==> src/rtl/mem_bus_arbiter.sv <==
// mem_bus_arbiter
//   Two-requester arbiter in front of a single-port RAM. A fetch (IF) and a
//   load/store (LS) requester compete for the RAM. The winner's command is
//   latched, the RAM is driven for WAIT_STATES+1 cycles, and then
//   memory-function-complete (mfc) is held until the requester drops its
//   request (four-phase handshake). Ties are broken round-robin.
//
// Ports
//   clk, rst                          clock, asynchronous active-high reset
//   if_req/if_rw/if_addr/if_wdata     fetch requester (rw: 1=read, 0=write)
//   ls_req/ls_rw/ls_addr/ls_wdata     load/store requester
//   if_gnt, ls_gnt                    grant, one-hot or zero
//   if_mfc, ls_mfc                    completion to the granted requester
//   rdata                             registered read data
//   ram_en/ram_we/ram_addr/ram_wdata  RAM command port
//   ram_rdata                         RAM read data, valid by last ACCESS cycle
module mem_bus_arbiter #(
    parameter int AW          = 8,
    parameter int DW          = 16,
    parameter int WAIT_STATES = 2
) (
    input  logic          clk,
    input  logic          rst,
    input  logic          if_req,
    input  logic          if_rw,
    input  logic [AW-1:0] if_addr,
    input  logic [DW-1:0] if_wdata,
    input  logic          ls_req,
    input  logic          ls_rw,
    input  logic [AW-1:0] ls_addr,
    input  logic [DW-1:0] ls_wdata,
    output logic          if_gnt,
    output logic          ls_gnt,
    output logic          if_mfc,
    output logic          ls_mfc,
    output logic [DW-1:0] rdata,
    output logic          ram_en,
    output logic          ram_we,
    output logic [AW-1:0] ram_addr,
    output logic [DW-1:0] ram_wdata,
    input  logic [DW-1:0] ram_rdata
);

    typedef enum logic [1:0] {IDLE, ACCESS, RESP} state_t;

    localparam logic [3:0] LAST_CNT = 4'(WAIT_STATES);

    state_t        state_q, state_d;
    logic [3:0]    cnt_q, cnt_d;
    logic          last_ls_q, last_ls_d;   // 1: most recent grant went to LS
    logic          if_gnt_q, if_gnt_d;
    logic          ls_gnt_q, ls_gnt_d;
    logic          rw_q, rw_d;
    logic [AW-1:0] addr_q, addr_d;
    logic [DW-1:0] wdata_q, wdata_d;
    logic [DW-1:0] rdata_q, rdata_d;

    logic          pick_ls;
    logic          granted_req;
    logic          in_access;
    logic          is_write;

    // LS wins when it is the only requester, or on a tie when IF was served last.
    assign pick_ls     = ls_req && (!if_req || !last_ls_q);
    assign granted_req = (if_gnt_q && if_req) || (ls_gnt_q && ls_req);

    always_ff @(posedge clk or posedge rst) begin
        if (rst) begin
            state_q   <= IDLE;
            cnt_q     <= '0;
            last_ls_q <= 1'b0;
            if_gnt_q  <= 1'b0;
            ls_gnt_q  <= 1'b0;
            rw_q      <= 1'b0;
            addr_q    <= '0;
            wdata_q   <= '0;
            rdata_q   <= '0;
        end else begin
            state_q   <= state_d;
            cnt_q     <= cnt_d;
            last_ls_q <= last_ls_d;
            if_gnt_q  <= if_gnt_d;
            ls_gnt_q  <= ls_gnt_d;
            rw_q      <= rw_d;
            addr_q    <= addr_d;
            wdata_q   <= wdata_d;
            rdata_q   <= rdata_d;
        end
    end

    always_comb begin
        state_d   = state_q;
        cnt_d     = cnt_q;
        last_ls_d = last_ls_q;
        if_gnt_d  = if_gnt_q;
        ls_gnt_d  = ls_gnt_q;
        rw_d      = rw_q;
        addr_d    = addr_q;
        wdata_d   = wdata_q;
        rdata_d   = rdata_q;
        case (state_q)
            IDLE: begin
                if (if_req || ls_req) begin
                    state_d   = ACCESS;
                    cnt_d     = '0;
                    last_ls_d = pick_ls;
                    if_gnt_d  = !pick_ls;
                    ls_gnt_d  = pick_ls;
                    rw_d      = pick_ls ? ls_rw    : if_rw;
                    addr_d    = pick_ls ? ls_addr  : if_addr;
                    wdata_d   = pick_ls ? ls_wdata : if_wdata;
                end
            end
            ACCESS: begin
                // The access always runs to completion, even if req drops.
                if (cnt_q == LAST_CNT) begin
                    state_d = RESP;
                    if (rw_q) begin
                        rdata_d = ram_rdata;
                    end
                end else begin
                    cnt_d = cnt_q + 4'd1;
                end
            end
            RESP: begin
                if (!granted_req) begin
                    state_d  = IDLE;
                    if_gnt_d = 1'b0;
                    ls_gnt_d = 1'b0;
                end
            end
            default: begin
                state_d = IDLE;
            end
        endcase
    end

    // RAM outputs decode straight from state so an async reset drops them at once.
    assign in_access = (state_q == ACCESS);
    assign is_write  = in_access && !rw_q;

    assign ram_en    = in_access;
    assign ram_we    = is_write;
    assign ram_addr  = in_access ? addr_q : '0;
    assign ram_wdata = is_write ? wdata_q : '0;

    assign if_gnt    = if_gnt_q;
    assign ls_gnt    = ls_gnt_q;
    assign if_mfc    = (state_q == RESP) && if_gnt_q;
    assign ls_mfc    = (state_q == RESP) && ls_gnt_q;
    assign rdata     = rdata_q;

endmodule

==> config.mk <==
export PLATFORM = sky130hd
export DESIGN_NAME = mem_bus_arbiter
export DESIGN_NICKNAME = d
export VERILOG_FILES = /design/src/rtl/mem_bus_arbiter.sv
export SDC_FILE = /design/constraint.sdc
export NUM_CORES = 1
export LEC_CHECK = 0
export CAP_MARGIN = 40
export CORE_ASPECT_RATIO = 0.75
export CORE_UTILIZATION = 30
export CTS_CLUSTER_DIAMETER = 120
export DETAILED_ROUTE_END_ITERATION = 10
export GPL_TIMING_DRIVEN = 0
export PLACE_DENSITY = 0.66
export SYNTH_ARGS = -nofsm -noshare
export SYNTH_HDL_FRONTEND = slang
export SYNTH_SLANG_ARGS = --single-unit
==> constraint.sdc <==
create_clock -name clk -period 2 [get_ports clk]
set_input_delay 0.4 -clock clk [delete_from_list [all_inputs] [get_ports clk]]
set_output_delay 0.4 -clock clk [all_outputs]
set_load 0.01 [all_outputs]
Word-level counts from Yosys, hierarchy flattened
Cells that the tools add are included.

Bits in registers: 50. Input port bits: 70. Output and inout bits: 46. Logic and storage cells: 55.

Add/sub/neg operators: 1. Eq/ne operators: 7. Muxes and demuxes: 17. Reduce and logical (&&, ||, !) cells: 21.

Operator list (count): $mux W16 (2); $mux W8 (2); $reduce_and A3 Y1 (4); $mux W4 (2); $pmux W4 S2 (1); $logic_and A1 B1 Y1 (6); $mux W2 (3); $ne A2 B2 Y1 const B (3); $pmux W2 S3 (1); $add A4 B1 Y4 const B (1); $eq A4 B2 Y1 const B (1); $logic_not A1 Y1 (4); $mux W1 (4); $pmux W1 S2 (2); $reduce_bool A2 Y1 (2); $logic_or A1 B1 Y1 (3); $eq A2 B1 Y1 const B (1); $eq A2 B2 Y1 const B (1); $logic_not A2 Y1 (1); $ne A2 B1 Y1 const B (1); $reduce_and A2 Y1 (1).

Logic depth before layout (Yosys ltp)
Gate-level depths: netlist (run 1).

Word-level depth: 6. Gate-level depth with buffers: 7. Gate-level depth less buffers: 5.

Worst setup path after synthesis (run 1)
OpenSTA, ideal clock, no wires.

Path type: reg-to-output. Start point: reg state_q[1]. End point: out ram_wdata[0]. Arrival time: 1.350 ns. Setup slack: 0.250 ns. Cell stages (with the launch flop): 6. Buffers on the path: 2. Cells stage by stage: dfrtp_1 buf_6 nand2b_4 nor2_1 clkbuf_1 and2_1.

Cells in the longest elaborated chain, start to end: 3.

RTL lines: from (decl) (line 48) `state_t state_q, state_d;`; from (signal assigned) (line 79) `state_q <= state_d;`; $eq A2 B1 Y1 (line 139) `assign in_access = (state_q == ACCESS);`; $logic_and A1 B1 Y1 (line 140) `assign is_write = in_access && !rw_q;`; net ram_we (line 38) `output logic ram_we,`; $mux W16 (line 145) `assign ram_wdata = is_write ? wdata_q : '0;`; to (decl) (line 40) `output logic [DW-1:0] ram_wdata,`.

The timed path passes the listed nets, and every way through them passes these cells.

Worst setup path after layout (run 1)
Start point: reg state_q[1]. End point: out ram_addr[0].

Cells in the longest elaborated chain, start to end: 2.

RTL lines: $eq A2 B1 Y1 (line 139); $mux W8 (line 144) `assign ram_addr = in_access ? addr_q : '0;`; to (decl) (line 39) `output logic [AW-1:0] ram_addr,`.

No other way between the ends.

==> results of run 1 <==
-- kinds of logic (layout without fill, tap and decap cells) --
kind of cell,Yosys count,in the layout,synth area share
DFF,50,50,0.483
adders and majority gates,2,2,0.00965
and+or+nand+nor,44,44,0.108
AOI/OAI and AO/OA,16,16,0.0478
muxes,67,67,0.306
buffers and inverters,16,148,0.0468
-- sequential cells by signal, indices dropped and copies added, names as in the netlist --
signal / flops
cnt_q: 4
addr_q: 8
state_q: 2
wdata_q: 16
rw_q: 1
ls_gnt: 1
last_ls_q: 1
rdata: 16
if_gnt: 1
-- critical path: cells and delay by family (launching register included) --
family / cells / cell delay [ns]
buffers and inverters: 4 / 0.60
flip-flops: 1 / 0.37
AND/OR/NAND/NOR: 2 / 0.29
-- area by class of cell --
class | instances | share of cell area
repair buffers | 124 | 0.287
flip-flops and latches | 50 | 0.305
plain buffers | 9 | 0.0283
clock buffers | 8 | 0.0405
inverters | 7 | 0.00640
well taps | 105 | 0.0320
multi-input cells | 129 | 0.301
-- power by group --
part	internal (uW)	leakage [uW]	switching, uW	total (uW)
Combinational	1870	0.00113	1210	3080
Sequential	1530	0.000597	301	1830
Clock	567	0.0000832	353	920
-- routing by layer --
metal | vias up | wire (um) | GRT usage
met5 | - | 0 | 0
met4 | 0 | 62 | 0.0347
met3 | 7 | 391 | 0.0432
met2 | 58 | 2910 | 0.235
met1 | 956 | 2670 | 0.174
li1 | 944 | - | -
-- path summary, 6_finish.rpt --
path	from	end	slack [ns]	cells after the start
worst max-delay path	state_q[1]$_DFFE_PP0P_	ram_addr[0]	0.06	6
worst min-delay path	rst	rdata[14]$_DFFE_PP0P_	0.43	2
worst max register to register	cnt_q[0]$_DFFE_PP0P_	rdata[4]$_DFFE_PP0P_	0.11	7
worst min register to register	addr_q[5]$_DFFE_PP0P_	addr_q[5]$_DFFE_PP0P_	0.49	1
max in group asynchronous	rst	state_q[0]$_DFFE_PP0P_	1.06	3
min in group clk	addr_q[5]$_DFFE_PP0P_	addr_q[5]$_DFFE_PP0P_	0.49	1
-- layout by cell type (no fill, tap or decap), drive strengths merged, types with 2 or more instances in the layout --
master	Yosys	final
inv	7	7
nor2	7	7
o22ai	4	4
clkbuf	2	12
dfrtp	50	50
mux2	67	67
o21ai	2	2
and2	24	24
ha	2	2
a21oi	2	2
clkdlybuf4s50	0	87
nand2	2	2
clkdlybuf4s15	0	7
dlygate4sd2	0	2
nand3	4	4
buf	7	31
dlymetal6s2s	0	2
-- metrics by stage --
step                total power [uW]  TNS (ns)   util  hold WS (ns)  setup slack (ns)
finish                          5830         0  0.505         0.425            0.0634
global route                    6270   -0.0130  0.505         0.454          -0.00731
CTS                             5840   -0.0287  0.504         0.435           -0.0125
detailed placement              4900    -16.70  0.479         0.482            -0.621
global placement                4840    -51.14  0.477         0.466            -0.694
floorplan                       3490         0      -         0.449             0.250
-- timing repair --
| item | 4_1_cts | 5_1_grt |
|---|---|---|
| setup buffers | 6 | 2 |
| cloned | 0 | 0 |
| hold endpoints to repair | 0 | 0 |
| gates resized for setup | 77 | 26 |
| pin swaps | 2 | 2 |
| hold buffers | 0 | 0 |
| setup endpoints to repair | 44 | 22 |
==> flow_summary_export.csv, run 1 <==
group,metric,value,unit
synth,sequential_cell_area_fraction_in_the_yosys_report,0.483,
timing,worst_clock_skew_on_the_final_layout,0.00538,ns
timing,worst-slew-pin-transition,0.416,ns
timing,fin_crit_share,0.968,
worst_setup_path,critPathCaptureType,"output pin",
global_routing,antenna_found_initial,0,
synth,synth-main-ff-cell,"sky130_fd_sc_hd__dfrtp_1",
clocking,clockBufferDepth,2,
clocking,cts_tree,"built",
worst_setup_path,worst-endpoint-required,1.60,ns
placed_design,place.gp.congestion,0.799,
synth,synth.top_cell.area_share,0.483,
worst_hold_path,timing.hold.worst.class,"primary input to asynchronous set/reset pin",
timing,setup_viol,0,
timing,post-route-min-period,1.94,ns
worst_setup_path,path_max_fanout,10,
synth,synth_commonest_cells,"50 x sky130_fd_sc_hd__dfrtp_1, 37 x sky130_fd_sc_hd__mux2_2, 24 x sky130_fd_sc_hd__and2_1, 20 x sky130_fd_sc_hd__mux2_1, 10 x sky130_fd_sc_hd__mux2_4",
synth,yosys_warnings,0,
routing,routed_wire_length_per_instance,14.0,um
routing,drt-pass1-iter-count,4,
routing,initialDrtViolationCount,47,
global_routing,grt_pass1_wl,9.59,mm
floorplan,die_w,109,um
synth,synth_area_per_cell,13.3,um^2
routing,postRouteWirelength,6.03,mm
routing,routed_via_density,4.55,
global_routing,via_count_of_the_first_global_routing_pass,2000,
synth,syn-cell-area,2590,um^2
worst_setup_path,timing_worst_setup_path_type,"register to output pin",
global_routing,gr-usage-all-layers,0.139,
finish,diodes,0,
routing,vias,1965,
synth,async_flop_share,1.00,
worst_setup_path,setup.worst_path.start_class,"register",
finish,instances_no_fill,432,
finish,multi_input_comb_area,1230,um^2
job,drv_cap,0,
timing,relSlewSlack,0.722,
placed_design,post-dp-hpwl,4.57,mm
synth,ys_types,34,
synth,synthesis.nets,267,
worst_setup_path,worstPathCellList,"buf_6 -> nand2b_4 -> inv_2 -> clkbuf_8 -> and2_1 -> clkdlybuf4s15_1",
synth,synth_edf_count,0,
timing,hold_violations,0,
routing,remaining_drc_errors,0,
global_routing,global_route.overflow_total,0,
timing,rsz_0062_raised_after_global_routing,"yes",
synth,synth_seq_cells,50,
clocking,buffer_type_at_the_clock_tree_root,"sky130_fd_sc_hd__clkbuf_16",
routing,drt.antenna.violating_nets,0,
power,power_density,1420,nW/um^2
placed_design,buffer_ports.inserted,115,
placed_design,placedCellCount,416,
worst_setup_path,worst_path_largest_cell_delay,0.37,ns
finish,final_design_area_no_fill,4110,um^2
clocking,htree_num_levels,2,
power,ir_worst_vdd,0.502,mV
worst_setup_path,worst-endpoint-arrival,1.54,ns
synth,synthesis.instances,195,
worst_setup_path,worst_path_max_delay_cell,"sky130_fd_sc_hd__dfrtp_1",
floorplan,start_util,0.319,
finish,final-seq-area,1250,um^2
floorplan,floorplan.io_pins,116,
clocking,clock-sinks,50,
power,leakagePower,0.00181,uW
timing,max_freq,0.516,GHz
clocking,cts.reportedPaths.clkPinSlew,0.06,ns
placed_design,detailed_place.area,3890,um^2
floorplan,total_core_area,8130,um^2
synth,synth_top_cell_by_area,"sky130_fd_sc_hd__dfrtp_1",
global_routing,grt_start_max_net_pins,34,
finish,syn2layout_area_growth,58.4,%
clocking,cts-buffers-inserted,5,
status,run_status,"complete, no violations",
timing,slew_viol_final,0,
floorplan,rows,28,
clocking,clock_latency,0.28,ns
floorplan,die_height,82.5,um
floorplan,die-area,9020,um^2
synth,yosys.cell_count.top_type,"sky130_fd_sc_hd__dfrtp_1",
finish,nFillCells,763,
finish,num-nets-final,398,
finish,layout-drive-gt1-share,0.318,
synth,ys_top_cells_by_area,"sky130_fd_sc_hd__dfrtp_1 48%, sky130_fd_sc_hd__mux2_2 16%, sky130_fd_sc_hd__mux2_1 8.7%",
No activity file was read; power rests on OpenSTA's default activity.
==> run 2: changes to the inputs <==
CAP_MARGIN = 20   (was 40)
==> results of run 2 <==
Final layout, timing and power as in run 1 (identical DEF).
==> run 3: changes to the inputs <==
SETUP_SLACK_MARGIN = 0.05   (was unset)
==> flow_summary_export.csv, run 3 (synthesized netlist as in run 1, its figures left out) <==
group,metric,value,unit
routing,vias,1948,
timing,relSlewSlack,0.710,
routing,routed_wire_length_per_instance,14.0,um
routing,drt.antenna.violating_nets,0,
timing,fin_crit_share,0.942,
global_routing,gr-usage-all-layers,0.138,
floorplan,rows,28,
timing,max_freq,0.531,GHz
timing,post-route-min-period,1.88,ns
timing,final_total_negative_setup_slack,0,ns
timing,worst_hold_slack,0.425,ns
global_routing,grt_start_max_net_pins,34,
power,power_density,1410,nW/um^2
worst_setup_path,worst-endpoint-required,2.17,ns
floorplan,die_height,82.5,um
placed_design,post-dp-hpwl,4.57,mm
status,run_status,"complete, no violations",
clocking,cts.reportedPaths.clkPinSlew,0.07,ns
finish,most_common_cell_after_layout_fill_and_taps_aside,"sky130_fd_sc_hd__clkdlybuf4s50_1",
worst_hold_path,timing.hold.worst.class,"primary input to asynchronous set/reset pin",
finish,num-nets-final,394,
finish,layout-drive-gt1-share,0.322,
routing,routed_via_density,4.55,
placed_design,place.gp.congestion,0.799,
clocking,clock_latency,0.28,ns
worst_setup_path,critPathCaptureType,"register",
global_routing,via_count_of_the_first_global_routing_pass,1978,
global_routing,grt_pass1_wl,9.51,mm
clocking,post_cts_hold_buffer_count,0,
timing,slew_viol_final,0,
routing,postRouteWirelength,5.97,mm
placed_design,dp_slack,-0.621,ns
clocking,htree_num_levels,2,
timing,setup_ws,0.116,ns
global_routing,global_route.overflow_total,0,
floorplan,die-area,9020,um^2
clocking,clockBufferDepth,2,
timing,hold_violations,0,
worst_setup_path,path_max_fanout,10,
global_routing,global_route.usage.met1,0.174,
global_routing,antenna_found_initial,0,
routing,drt-pass1-iter-count,4,
floorplan,total_core_area,8130,um^2
finish,most_frequent_cells_in_the_layout,"87 x sky130_fd_sc_hd__clkdlybuf4s50_1, 49 x sky130_fd_sc_hd__dfrtp_1, 37 x sky130_fd_sc_hd__mux2_2",
worst_setup_path,timing_worst_setup_path_type,"register to register",
worst_setup_path,worst_r2r_path_depth,7,
clocking,buffer_type_at_the_clock_tree_root,"sky130_fd_sc_hd__clkbuf_16",
power,ir_worst_vdd,0.502,mV
finish,instances_no_fill,428,
global_routing,grt.met3_usage,0.0424,
timing,setup_viol,0,
floorplan,floorplan.io_pins,116,
timing,worst-slew-pin-transition,0.434,ns
floorplan,start_util,0.319,
finish,diodes,0,
finish,syn2layout_area_growth,55.3,%
job,drv_cap,0,
routing,initialDrtViolationCount,54,
global_routing,globalRouteMet2Util,0.231,
placed_design,placedCellCount,416,
floorplan,die_w,109,um
timing,worst_clock_skew_on_the_final_layout,0.00660,ns
worst_setup_path,worst-endpoint-arrival,2.05,ns
global_routing,most_utilized_layer_in_the_global_route_result,"met2",
clocking,clock-sinks,50,
worst_setup_path,setup.worst_path.start_class,"register",
power,leakagePower,0.00176,uW
placed_design,buffer_ports.inserted,115,
clocking,cts_tree,"built",
routing,remaining_drc_errors,0,
timing,rsz_0062_raised_after_global_routing,"yes",
power,total_power,5690,uW
clocking,cts-buffers-inserted,5,
[run 3: layout make-up]
class / instances / area [um^2]
Clock buffer: 8 / 166
Fill cell: 771 / 4100
Sequential cell: 50 / 1250
Tap cell: 105 / 131
Timing Repair Buffer: 120 / 1100
Inverter: 7 / 28.8
Multi-Input combinational cell: 129 / 1230
Buffer: 9 / 118
[run 3: timing repair]
| item | CTS | global route |
|---|---|---|
| buffers inserted | 4 | 0 |
| pin swaps | 1 | 2 |
| gates resized for setup | 93 | 15 |
| setup endpoints to repair | 46 | 46 |
| hold endpoints to repair | 0 | 0 |
[run 3: worst max-delay path, stage by stage, from the launching register on]
cell and delay [ns]:
sky130_fd_sc_hd__dfrtp_1 0.40, sky130_fd_sc_hd__inv_1 0.10, sky130_fd_sc_hd__ha_1 0.20, sky130_fd_sc_hd__nor3b_4 0.25
sky130_fd_sc_hd__and3_4 0.22, sky130_fd_sc_hd__buf_6 0.13, sky130_fd_sc_hd__buf_12 0.15, sky130_fd_sc_hd__mux2_4 0.30
[run 3: path summary, 6_finish.rpt]
kind	end	start	slack, ns
max	rdata[4]$_DFFE_PP0P_	cnt_q[0]$_DFFE_PP0P_	0.12
min	rdata[14]$_DFFE_PP0P_	rst	0.42
max reg2reg	rdata[4]$_DFFE_PP0P_	cnt_q[0]$_DFFE_PP0P_	0.12
min reg2reg	addr_q[5]$_DFFE_PP0P_	addr_q[5]$_DFFE_PP0P_	0.49
max in group asynchronous	state_q[0]$_DFFE_PP0P_	rst	1.07
min in group clk	addr_q[5]$_DFFE_PP0P_	addr_q[5]$_DFFE_PP0P_	0.49
[run 3: per-layer routing]
metal	part of all wire	vias to the layer above
li1	-	934
met1	0.45	949
met2	0.48	58
met3	0.063	7
met4	0.010	0
met5	0	-
[run 3: where the power goes]
part           leakage (uW)  internal (uW)  switching, uW
Combinational       0.00108           1740           1190
Clock             0.0000832            567            353
Sequential         0.000597           1530            308
[run 3: stage by stage]
stage | area, um^2 | utilization
2_1_floorplan | 2590 | -
3_3_place_gp | 3870 | 0.477
3_5_place_dp | 3890 | 0.479
4_1_cts | 4060 | 0.499
5_1_grt | 4030 | 0.495
6_report | 4030 | 0.495
